### config.mk
export PLATFORM = sky130hd
export DESIGN_NAME = i2c_slave_flat
export DESIGN_NICKNAME = d
export VERILOG_FILES = /design/src/rtl/i2c_slave_if.sv /design/src/rtl/i2c_slave.sv /design/src/flat_wrapper.sv
export SDC_FILE = /design/constraint.sdc
export NUM_CORES = 1
export LEC_CHECK = 0
export BUFFER_PORTS_ARGS = -buffer_cell sky130_fd_sc_hd__buf_4
export CORE_ASPECT_RATIO = 2
export CORE_MARGIN = 4
export CORE_UTILIZATION = 40
export CTS_BUF_LIST = sky130_fd_sc_hd__clkbuf_16
export DETAILED_ROUTE_END_ITERATION = 8
export PLACE_DENSITY = 0.6
export RECOVER_POWER = 50
export SLEW_MARGIN = 20
export SYNTH_ARGS = -nofsm -noshare
export SYNTH_HDL_FRONTEND = slang
export SYNTH_SLANG_ARGS = --single-unit
### constraint.sdc
create_clock -name clk0 -period 1.9 [get_ports clk0]
set_input_delay 0.19 -clock clk0 [delete_from_list [all_inputs] [get_ports clk0]]
set_output_delay 0.19 -clock clk0 [all_outputs]
set_load 0.03 [all_outputs]
### src/rtl/i2c_slave_if.sv
// i2c_slave_if: pad-side I2C lines plus the parallel byte interface of the I2C target
interface i2c_slave_if;
    logic       i_scl;
    logic       i_sda;
    logic       o_sda_oe;
    logic [7:0] o_rx_data;
    logic       o_rx_valid;
    logic       o_tx_req;
    logic [7:0] i_tx_data;
    logic       o_busy;
    logic [3:0] o_status;

    modport slave (
        input  i_scl, i_sda, i_tx_data,
        output o_sda_oe, o_rx_data, o_rx_valid, o_tx_req, o_busy, o_status
    );

    modport master (
        output i_scl, i_sda, i_tx_data,
        input  o_sda_oe, o_rx_data, o_rx_valid, o_tx_req, o_busy, o_status
    );
endinterface

### src/rtl/i2c_slave.sv
// i2c_slave: oversampled 7-bit-address I2C target; optional majority glitch filter via I2C_SLAVE_GLITCH_FILTER_EN
module i2c_slave #(
    parameter logic [6:0] SLAVE_ADDR  = 7'h50,
    parameter int         SYNC_STAGES = 2
) (
    input logic        clk0,
    input logic        reset_n,
    i2c_slave_if.slave bus
);
    typedef enum logic [2:0] {S_IDLE, S_ADDR, S_ADDR_ACK, S_RX, S_RX_ACK, S_TX, S_TX_ACK, S_IGNORE} state_t;

    state_t                 state, state_n;
    logic [SYNC_STAGES-1:0] scl_sync, sda_sync;
    logic                   scl_f, sda_f, scl_d, sda_d;
    logic                   scl_rise, scl_fall, start_det, stop_det;
    logic [2:0]             cnt, cnt_n;
    logic [6:0]             shift, shift_n;
    logic [7:0]             rx_data, rx_data_n;
    logic                   oe, oe_n, busy, busy_n, rw, rw_n, addr_match, addr_match_n, nack, nack_n;
    logic                   rx_valid, rx_valid_n, tx_req, tx_req_n, stop_pls, stop_pls_n;

    // bring the asynchronous pad lines into clk0; idle bus level is high
    always_ff @(posedge clk0 or negedge reset_n)
        if (!reset_n) begin
            scl_sync <= '1;
            sda_sync <= '1;
        end else begin
            scl_sync <= {scl_sync[SYNC_STAGES-2:0], bus.i_scl};
            sda_sync <= {sda_sync[SYNC_STAGES-2:0], bus.i_sda};
        end

`ifdef I2C_SLAVE_GLITCH_FILTER_EN
    logic [2:0] scl_h, sda_h;

    // three-sample history; a value must persist two samples to win the vote
    always_ff @(posedge clk0 or negedge reset_n)
        if (!reset_n) begin
            scl_h <= '1;
            sda_h <= '1;
        end else begin
            scl_h <= {scl_h[1:0], scl_sync[SYNC_STAGES-1]};
            sda_h <= {sda_h[1:0], sda_sync[SYNC_STAGES-1]};
        end

    assign scl_f = (scl_h[0] & scl_h[1]) | (scl_h[0] & scl_h[2]) | (scl_h[1] & scl_h[2]);
    assign sda_f = (sda_h[0] & sda_h[1]) | (sda_h[0] & sda_h[2]) | (sda_h[1] & sda_h[2]);
`else
    assign scl_f = scl_sync[SYNC_STAGES-1];
    assign sda_f = sda_sync[SYNC_STAGES-1];
`endif

    // one-cycle delayed copies for edge and START/STOP detection
    always_ff @(posedge clk0 or negedge reset_n)
        if (!reset_n) begin
            scl_d <= 1'b1;
            sda_d <= 1'b1;
        end else begin
            scl_d <= scl_f;
            sda_d <= sda_f;
        end

    assign scl_rise  = scl_f & ~scl_d;
    assign scl_fall  = ~scl_f & scl_d;
    assign start_det = scl_f & scl_d & sda_d & ~sda_f;
    assign stop_det  = scl_f & scl_d & ~sda_d & sda_f;

    // state and datapath registers
    always_ff @(posedge clk0 or negedge reset_n)
        if (!reset_n) begin
            state      <= S_IDLE;
            cnt        <= '0;
            shift      <= '0;
            rx_data    <= '0;
            oe         <= 1'b0;
            busy       <= 1'b0;
            rw         <= 1'b0;
            addr_match <= 1'b0;
            nack       <= 1'b0;
            rx_valid   <= 1'b0;
            tx_req     <= 1'b0;
            stop_pls   <= 1'b0;
        end else begin
            state      <= state_n;
            cnt        <= cnt_n;
            shift      <= shift_n;
            rx_data    <= rx_data_n;
            oe         <= oe_n;
            busy       <= busy_n;
            rw         <= rw_n;
            addr_match <= addr_match_n;
            nack       <= nack_n;
            rx_valid   <= rx_valid_n;
            tx_req     <= tx_req_n;
            stop_pls   <= stop_pls_n;
        end

    // next-state logic; START/STOP override bit handling, ACK slots use oe as the first/second-fall marker
    always_comb begin
        state_n      = state;
        cnt_n        = cnt;
        shift_n      = shift;
        rx_data_n    = rx_data;
        oe_n         = oe;
        busy_n       = busy;
        rw_n         = rw;
        addr_match_n = addr_match;
        nack_n       = nack;
        rx_valid_n   = 1'b0;
        tx_req_n     = 1'b0;
        stop_pls_n   = 1'b0;
        if (start_det) begin
            state_n      = S_ADDR;
            cnt_n        = '0;
            oe_n         = 1'b0;
            rw_n         = 1'b0;
            addr_match_n = 1'b0;
            nack_n       = 1'b0;
        end else if (stop_det) begin
            state_n    = S_IDLE;
            oe_n       = 1'b0;
            busy_n     = 1'b0;
            stop_pls_n = 1'b1;
        end else begin
            case (state)
                S_ADDR:
                    if (scl_rise) begin
                        shift_n = {shift[5:0], sda_f};
                        cnt_n   = cnt + 3'd1;
                        if (cnt == 3'd7) begin
                            if (shift == SLAVE_ADDR) begin
                                rw_n         = sda_f;
                                addr_match_n = 1'b1;
                                busy_n       = 1'b1;
                                state_n      = S_ADDR_ACK;
                            end else begin
                                busy_n  = 1'b0;
                                state_n = S_IGNORE;
                            end
                        end
                    end
                S_ADDR_ACK: begin
                    tx_req_n = scl_rise & rw;
                    if (scl_fall) begin
                        cnt_n = '0;
                        if (!oe) begin
                            oe_n = 1'b1;
                        end else if (rw) begin
                            shift_n = bus.i_tx_data[6:0];
                            oe_n    = ~bus.i_tx_data[7];
                            state_n = S_TX;
                        end else begin
                            oe_n    = 1'b0;
                            state_n = S_RX;
                        end
                    end
                end
                S_RX:
                    if (scl_rise) begin
                        shift_n = {shift[5:0], sda_f};
                        cnt_n   = cnt + 3'd1;
                        if (cnt == 3'd7) begin
                            rx_data_n  = {shift, sda_f};
                            rx_valid_n = 1'b1;
                            state_n    = S_RX_ACK;
                        end
                    end
                S_RX_ACK:
                    if (scl_fall) begin
                        oe_n    = ~oe;
                        state_n = oe ? S_RX : S_RX_ACK;
                    end
                S_TX:
                    if (scl_fall) begin
                        cnt_n   = cnt + 3'd1;
                        shift_n = {shift[5:0], 1'b0};
                        oe_n    = (cnt == 3'd7) ? 1'b0 : ~shift[6];
                        state_n = (cnt == 3'd7) ? S_TX_ACK : S_TX;
                    end
                S_TX_ACK: begin
                    if (scl_rise && sda_f) begin
                        nack_n  = 1'b1;
                        busy_n  = 1'b0;
                        state_n = S_IGNORE;
                    end else begin
                        tx_req_n = scl_rise;
                    end
                    if (scl_fall) begin
                        cnt_n   = '0;
                        shift_n = bus.i_tx_data[6:0];
                        oe_n    = ~bus.i_tx_data[7];
                        state_n = S_TX;
                    end
                end
                S_IGNORE: oe_n = 1'b0;
                default: ;
            endcase
        end
    end

    assign bus.o_sda_oe   = oe;
    assign bus.o_rx_data  = rx_data;
    assign bus.o_rx_valid = rx_valid;
    assign bus.o_tx_req   = tx_req;
    assign bus.o_busy     = busy;
    assign bus.o_status   = {nack, addr_match, rw, stop_pls};
endmodule

### src/flat_wrapper.sv
// flat-port wrapper written by rule: the top's interface ports become plain ports
module i2c_slave_flat 
#(
    parameter logic [6:0] SLAVE_ADDR  = 7'h50,
    parameter int         SYNC_STAGES = 2
)
  (clk0, reset_n, bus_i_scl, bus_i_sda, bus_i_tx_data, bus_o_sda_oe, bus_o_rx_data, bus_o_rx_valid, bus_o_tx_req, bus_o_busy, bus_o_status);
  i2c_slave_if bus_i ();
  input logic clk0;
  input logic reset_n;
  input wire logic [$bits(bus_i.i_scl)-1:0] bus_i_scl;
  input wire logic [$bits(bus_i.i_sda)-1:0] bus_i_sda;
  input wire logic [$bits(bus_i.i_tx_data)-1:0] bus_i_tx_data;
  output wire logic [$bits(bus_i.o_sda_oe)-1:0] bus_o_sda_oe;
  output wire logic [$bits(bus_i.o_rx_data)-1:0] bus_o_rx_data;
  output wire logic [$bits(bus_i.o_rx_valid)-1:0] bus_o_rx_valid;
  output wire logic [$bits(bus_i.o_tx_req)-1:0] bus_o_tx_req;
  output wire logic [$bits(bus_i.o_busy)-1:0] bus_o_busy;
  output wire logic [$bits(bus_i.o_status)-1:0] bus_o_status;
  assign bus_i.i_scl = bus_i_scl;
  assign bus_i.i_sda = bus_i_sda;
  assign bus_i.i_tx_data = bus_i_tx_data;
  assign bus_o_sda_oe = bus_i.o_sda_oe;
  assign bus_o_rx_data = bus_i.o_rx_data;
  assign bus_o_rx_valid = bus_i.o_rx_valid;
  assign bus_o_tx_req = bus_i.o_tx_req;
  assign bus_o_busy = bus_i.o_busy;
  assign bus_o_status = bus_i.o_status;
  i2c_slave #(.SLAVE_ADDR(SLAVE_ADDR), .SYNC_STAGES(SYNC_STAGES)) u_core (.clk0(clk0), .reset_n(reset_n), .bus(bus_i));
endmodule
* Yosys cells after proc, flatten, opt, wreduce, memory -nomap -nowiden
Index checks and enable logic that the tools add are counted.
** Cells by class
- $add $sub $neg :: 1
- Equal/unequal tests :: 32
- Mux-type cells :: 73
- Bitwise gates (word level) :: 17
- Reduce and logical (&&, ||, !) cells :: 22
** Operators by type and width (count)
- $mux W3 :: 20
- $mux W7 :: 6
- $mux W1 :: 40
- $ne A4 B1 Y1 const B :: 9
- $pmux W7 S4 :: 1
- $reduce_and A5 Y1 :: 5
- $ne A3 B1 Y1 const B :: 6
- $pmux W3 S6 :: 1
- $eq A3 B3 Y1 const B :: 5
- $ne A2 B1 Y1 const B :: 7
- $reduce_bool A2 Y1 :: 6
- $reduce_and A10 Y1 :: 1
- $not A1 Y1 :: 9
- $pmux W3 S3 :: 1
- $reduce_and A9 Y1 :: 1
- $and A1 B1 Y1 :: 8
- $reduce_bool A4 Y1 :: 2
- $reduce_bool A8 Y1 :: 1
- $eq A7 B7 Y1 const B :: 1
- $reduce_bool A7 Y1 :: 1
- $eq A3 B2 Y1 const B :: 2
- $ne A5 B1 Y1 const B :: 1
- $pmux W1 S5 :: 1
- $pmux W1 S2 :: 2
- other kinds (7) :: 8
** Storage, ports and cells
- Flip-flop bits (word level) :: 35
- Input port bits :: 12
- Output and inout bits :: 16
- Word-level logic and storage cells :: 161

* Depth between registers and ports, before layout
- Depth after elaboration :: 8
- Mapped depth :: 8
- Mapped depth without buffers :: 7

* Least setup slack after synthesis
No wires, ideal clock.
- Kind :: flip-flop to flip-flop
- Start point :: reg u_core.scl_sync[1]
- End point :: reg u_core.shift[0]
- Library setup time :: 0.128 ns
- Arrival time :: 1.512 ns
- Slack :: 0.261 ns
- Stages on the path, launching flop included :: 6
- Clock period less this slack :: 1.639 ns
- Cells stage by stage :: dfstp_2 nor3b_1 o21ai_2 a221oi_4 buf_6 a31oi_1
** Between the ends
- Longest elaborated chain between the ends :: 5
- Elaborated cells between the ends (all ways) :: 15
- Classes of those cells :: eq/ne (4); bitwise (10); reduce/logical (1)
** Ends and longest elaborated chain
- start: declaration :: RTL line i2c_slave.sv:13 : logic [SYNC_STAGES-1:0] scl_sync, sda_sync;
- start signal: assignment :: RTL line i2c_slave.sv:28 : scl_sync <= {scl_sync[SYNC_STAGES-2:0], bus.i_scl};
- $and A1 B1 Y1 :: RTL line i2c_slave.sv:64, i2c_slave.sv:65
- $and A1 B1 Y1, on equally long branches (2 in series) :: RTL line i2c_slave.sv:64, i2c_slave.sv:65
- $not A1 Y1 (no source line)
- $reduce_and A9 Y1 (no source line) *
- end signal: assignment :: RTL line i2c_slave.sv:85 : shift <= shift_n;
- end: declaration :: RTL line i2c_slave.sv:17 : logic [6:0] shift, shift_n;
Every way passes the cells marked *; elsewhere a longest branch is shown, timed or not.
A chain may end at the register's enable or synchronous reset.

* Worst setup path in the final report
- Start point :: reg u_core.scl_sync[1]
- End point :: reg u_core.state[0]
** Between the ends
- Longest elaborated chain between the ends :: 6
- Elaborated cells between the ends (all ways) :: 24
- Classes of those cells :: eq/ne (9); mux (4); bitwise (8); reduce/logical (3)
** Ends and longest elaborated chain
- parallel branches: the longest is 6 deep, another holds $reduce_and A10 Y1
- end signal: assignment :: RTL line i2c_slave.sv:83 : state <= state_n;
- end: declaration :: RTL line i2c_slave.sv:12 : state_t state, state_n;
Several ways; the timed one is not identified.

==> flow_metrics.env <==
export IMPL_ir_drop_mv=0.905
export IMPL_nets=220
export IMPL_cp_buffers_inverters=2
export IMPL_rsz0062_at_grt="false"
export IMPL_critical_path_most_common_cell="buf_4"
export IMPL_cts_sinks=35
export IMPL_worst_path_stages=7
export IMPL_worstPathArrival_ps=1930
export IMPL_power_density_nw_per_um2=1420
export IMPL_start_util=0.419
export IMPL_fin_tns_setup_ps=0
export IMPL_final_area_um2=2300
export IMPL_synth_area_per_cell_um2=10.9
export IMPL_r2r_cells=7
export IMPL_worst_r2r_setup_slack_ps=130
export IMPL_synth_fp_nets=183
export IMPL_route_met2_wl_um=2530
export IMPL_ys_seq_area_frac=0.481
export IMPL_cts_tree="done"
export IMPL_wl_met3_um=158
export IMPL_crit_family="flip-flops"
export IMPL_worstPathMaxFanout=6
export IMPL_grt_pass1_wl_um=7470
export IMPL_cp_end_kind="register"
export IMPL_gp_congestion=0.867
export IMPL_wl_um=4430
export IMPL_critPathKind="register to register"
export IMPL_synth_top_area_frac=0.395
export IMPL_yosys_area_share_simple=0.200
export IMPL_synth_edf_count=0
export IMPL_dieArea_um2=5810
export IMPL_hold_ws_ps=18.3
export IMPL_cp_required_ps=2060
export IMPL_yosysMostFrequentCell="dfrtp_1"
export IMPL_finalHoldViolations=0
export IMPL_slowest_delay_ps=550
export IMPL_slew_viol_final=0
export IMPL_syn_inst=168
export IMPL_drive_above_1_share=0.320
export IMPL_drt_iter0_drc=49
export IMPL_io_pins=28
export IMPL_cp_start_kind="register"
export IMPL_synth_compound_area_frac=0.131
export IMPL_worst_slew_pin_slew_ps=859
export IMPL_dr_max_layer_used="met4"
export IMPL_outcome="complete, no violations"
export IMPL_synth_mux_area_frac=0.115
export IMPL_period_minus_slack_ps=1770
export IMPL_clock_latency_ps=280
export IMPL_fill_cells=395
export IMPL_synth_main_ff_cell="dfrtp_1"
export IMPL_placed_area_um2=2120
export IMPL_cts_resized=0
export IMPL_synth_ff_latch_count=35
export IMPL_synthTopCellsByCount="dfrtp_1, nor2_1, mux2i_1, a21oi_1, mux2_1"
export IMPL_hold_class="input pin to register"
export IMPL_leakagePower_nw=1.11
export IMPL_synth_fa_ha_area_frac=0.0204
export IMPL_crit_slowest_cell="dfstp_2"
export IMPL_antenna_diode_count=0
export IMPL_grt_usage=0.166
export IMPL_final_cell_count_no_fill=260
export IMPL_skew_ps=3.08
export IMPL_ys_types=43
export IMPL_wl_per_cell_um=17.0
export IMPL_netlist_top_cells_area="dfrtp_1, dfstp_2, mux2i_1"
export IMPL_dpl_cell_count=249
export IMPL_htree_levels=2
export IMPL_grt_pass1_vias=1514
export IMPL_synth_top_family_by_area="simple AND/OR/NAND/NOR gates"
export IMPL_io_buffers=27
export IMPL_ys_warn_count=0
export IMPL_vias=1404
export IMPL_grt_max_degree=36
export IMPL_dp_hpwl_um=3380
export IMPL_utilization=0.525
export IMPL_cts_buffers=5
export IMPL_antenna_found_initial=0
export IMPL_via_per_inst=5.40
export IMPL_timing_fmax_ghz=0.564
export IMPL_hp_start="bus_i_sda"
export IMPL_drtPass1Iterations=4
export IMPL_hold_end="u_core.sda_sync[0]"
export IMPL_ys_async_sr_fraction=1.00
export IMPL_cts_path_max_buffers=2
export IMPL_synth_area_um2=1840
export IMPL_crit_chain="buf_4 -> nor2b_1 -> nand4_1 -> a31oi_1 -> buf_4 -> nor3b_1 -> a211o_1"
export IMPL_slew_limit_headroom=0.427
export IMPL_cap_violations=0
export IMPL_synth_xor_area_frac=0
export IMPL_multi_input_area_um2=857
export IMPL_clk_pin_slew_ps=60
export IMPL_grt_ovfl_total=0
export IMPL_wl_met1_um=1570
export IMPL_num_rows=34
export IMPL_synth_area_leader_cell="dfrtp_1"
export IMPL_r2r_start="u_core.scl_sync[1]"
export IMPL_dieHeight_um=104
export IMPL_period_share=0.934
export IMPL_syn2layout_area_growth_pct=25.1
export IMPL_worst_r2r_endpoint="u_core.state[0]"
export IMPL_setup_viol=0
export IMPL_die_x_um=55.9
export IMPL_root_buffer="clkbuf_16"
export IMPL_whs_path_depth=1
export IMPL_ant_nets=0
export IMPL_core_area_um2=4380
export IMPL_seqCellArea_um2=883
export IMPL_drc=0
==> area by class of cell <==
cell class | instances | share of cell area
multi-input combinational | 118 | 0.373
timing repair buffer | 43 | 0.137
clock inverter | 3 | 0.0190
sequential | 35 | 0.384
tap | 54 | 0.0294
clock buffer | 5 | 0.0544
inverter | 2 | 0.00326
==> state kept, by name, indices dropped and copies added, names as in the netlist <==
name and count:
u_core.addr_match 1, u_core.bus.o_busy 1, u_core.bus.o_rx_data 8, u_core.bus.o_rx_valid 1
u_core.bus.o_sda_oe 1, u_core.bus.o_tx_req 1, u_core.cnt 3, u_core.nack 1
u_core.rw 1, u_core.scl_d 1, u_core.scl_sync 2, u_core.sda_d 1
u_core.sda_sync 2, u_core.shift 7, u_core.state 3, u_core.stop_pls 1
==> power breakdown <==
part / total [mW] / switching [mW] / internal, mW / leakage, nW
sequential: 1.08 / 0.176 / 0.901 / 0.433
combinational: 1.25 / 0.670 / 0.578 / 0.588
clock: 0.933 / 0.315 / 0.618 / 0.0838
total: 3.26 / 1.16 / 2.10 / 1.11
==> kinds of logic after synthesis <==
| group | Yosys count |
|---|---|
| muxes | 20 |
| DFF | 35 |
| adders and majority gates | 3 |
| AOI/OAI and AO/OA | 33 |
| buffers and inverters | 15 |
| and+or+nand+nor | 62 |
==> through the flow <==
step                total power [mW]  setup slack [ps]
finish                          3.26               125
detailed placement              2.32             -24.5
global route                    3.46              25.1
CTS                             3.29               130
global placement                2.29              58.5
floorplan                       1.97               261
==> cell usage in the layout (no fill, tap or decap), types with 3 or more instances in the layout <==
master	synthesis	routed
dfrtp_1	29	29
nand2_1	4	4
nand2b_1	7	7
buf_4	5	37
clkbuf_16	0	5
nor2_2	3	3
a31oi_1	5	5
nor2b_1	3	3
dfstp_2	6	6
a21oi_2	3	3
o21ai_0	3	3
nand3b_1	3	3
a21oi_1	10	10
nor3_1	3	3
nor3b_1	5	5
nor2_1	18	18
mux2i_1	11	11
ha_1	3	3
and3_1	3	3
mux2_1	8	8
==> routing by layer <==
layer  vias to the layer above  track usage
met2                        42        0.319
met4                         0       0.0866
met5                         -            0
met1                       684        0.161
met3                        10       0.0286
li1                        668            -
==> how the worst max path moves through the flow <==
stage | endpoint | start
after floorplan | u_core.shift[0] | u_core.scl_sync[1]
after global placement | u_core.shift[0] | u_core.scl_d
after detailed placement | u_core.shift[0] | u_core.scl_sync[1]
after CTS | u_core.state[0] | u_core.scl_sync[1]
after global routing | u_core.state[0] | u_core.scl_sync[1]
final | u_core.state[0] | u_core.scl_sync[1]
==> what timing repair did <==
action                                  CTS  global route
hold buffers                              1             0
hold endpoints to repair                 29             0
setup buffers                             2             0
endpoints found under the setup margin    2             0
No activity file was read; power rests on OpenSTA's default activity.
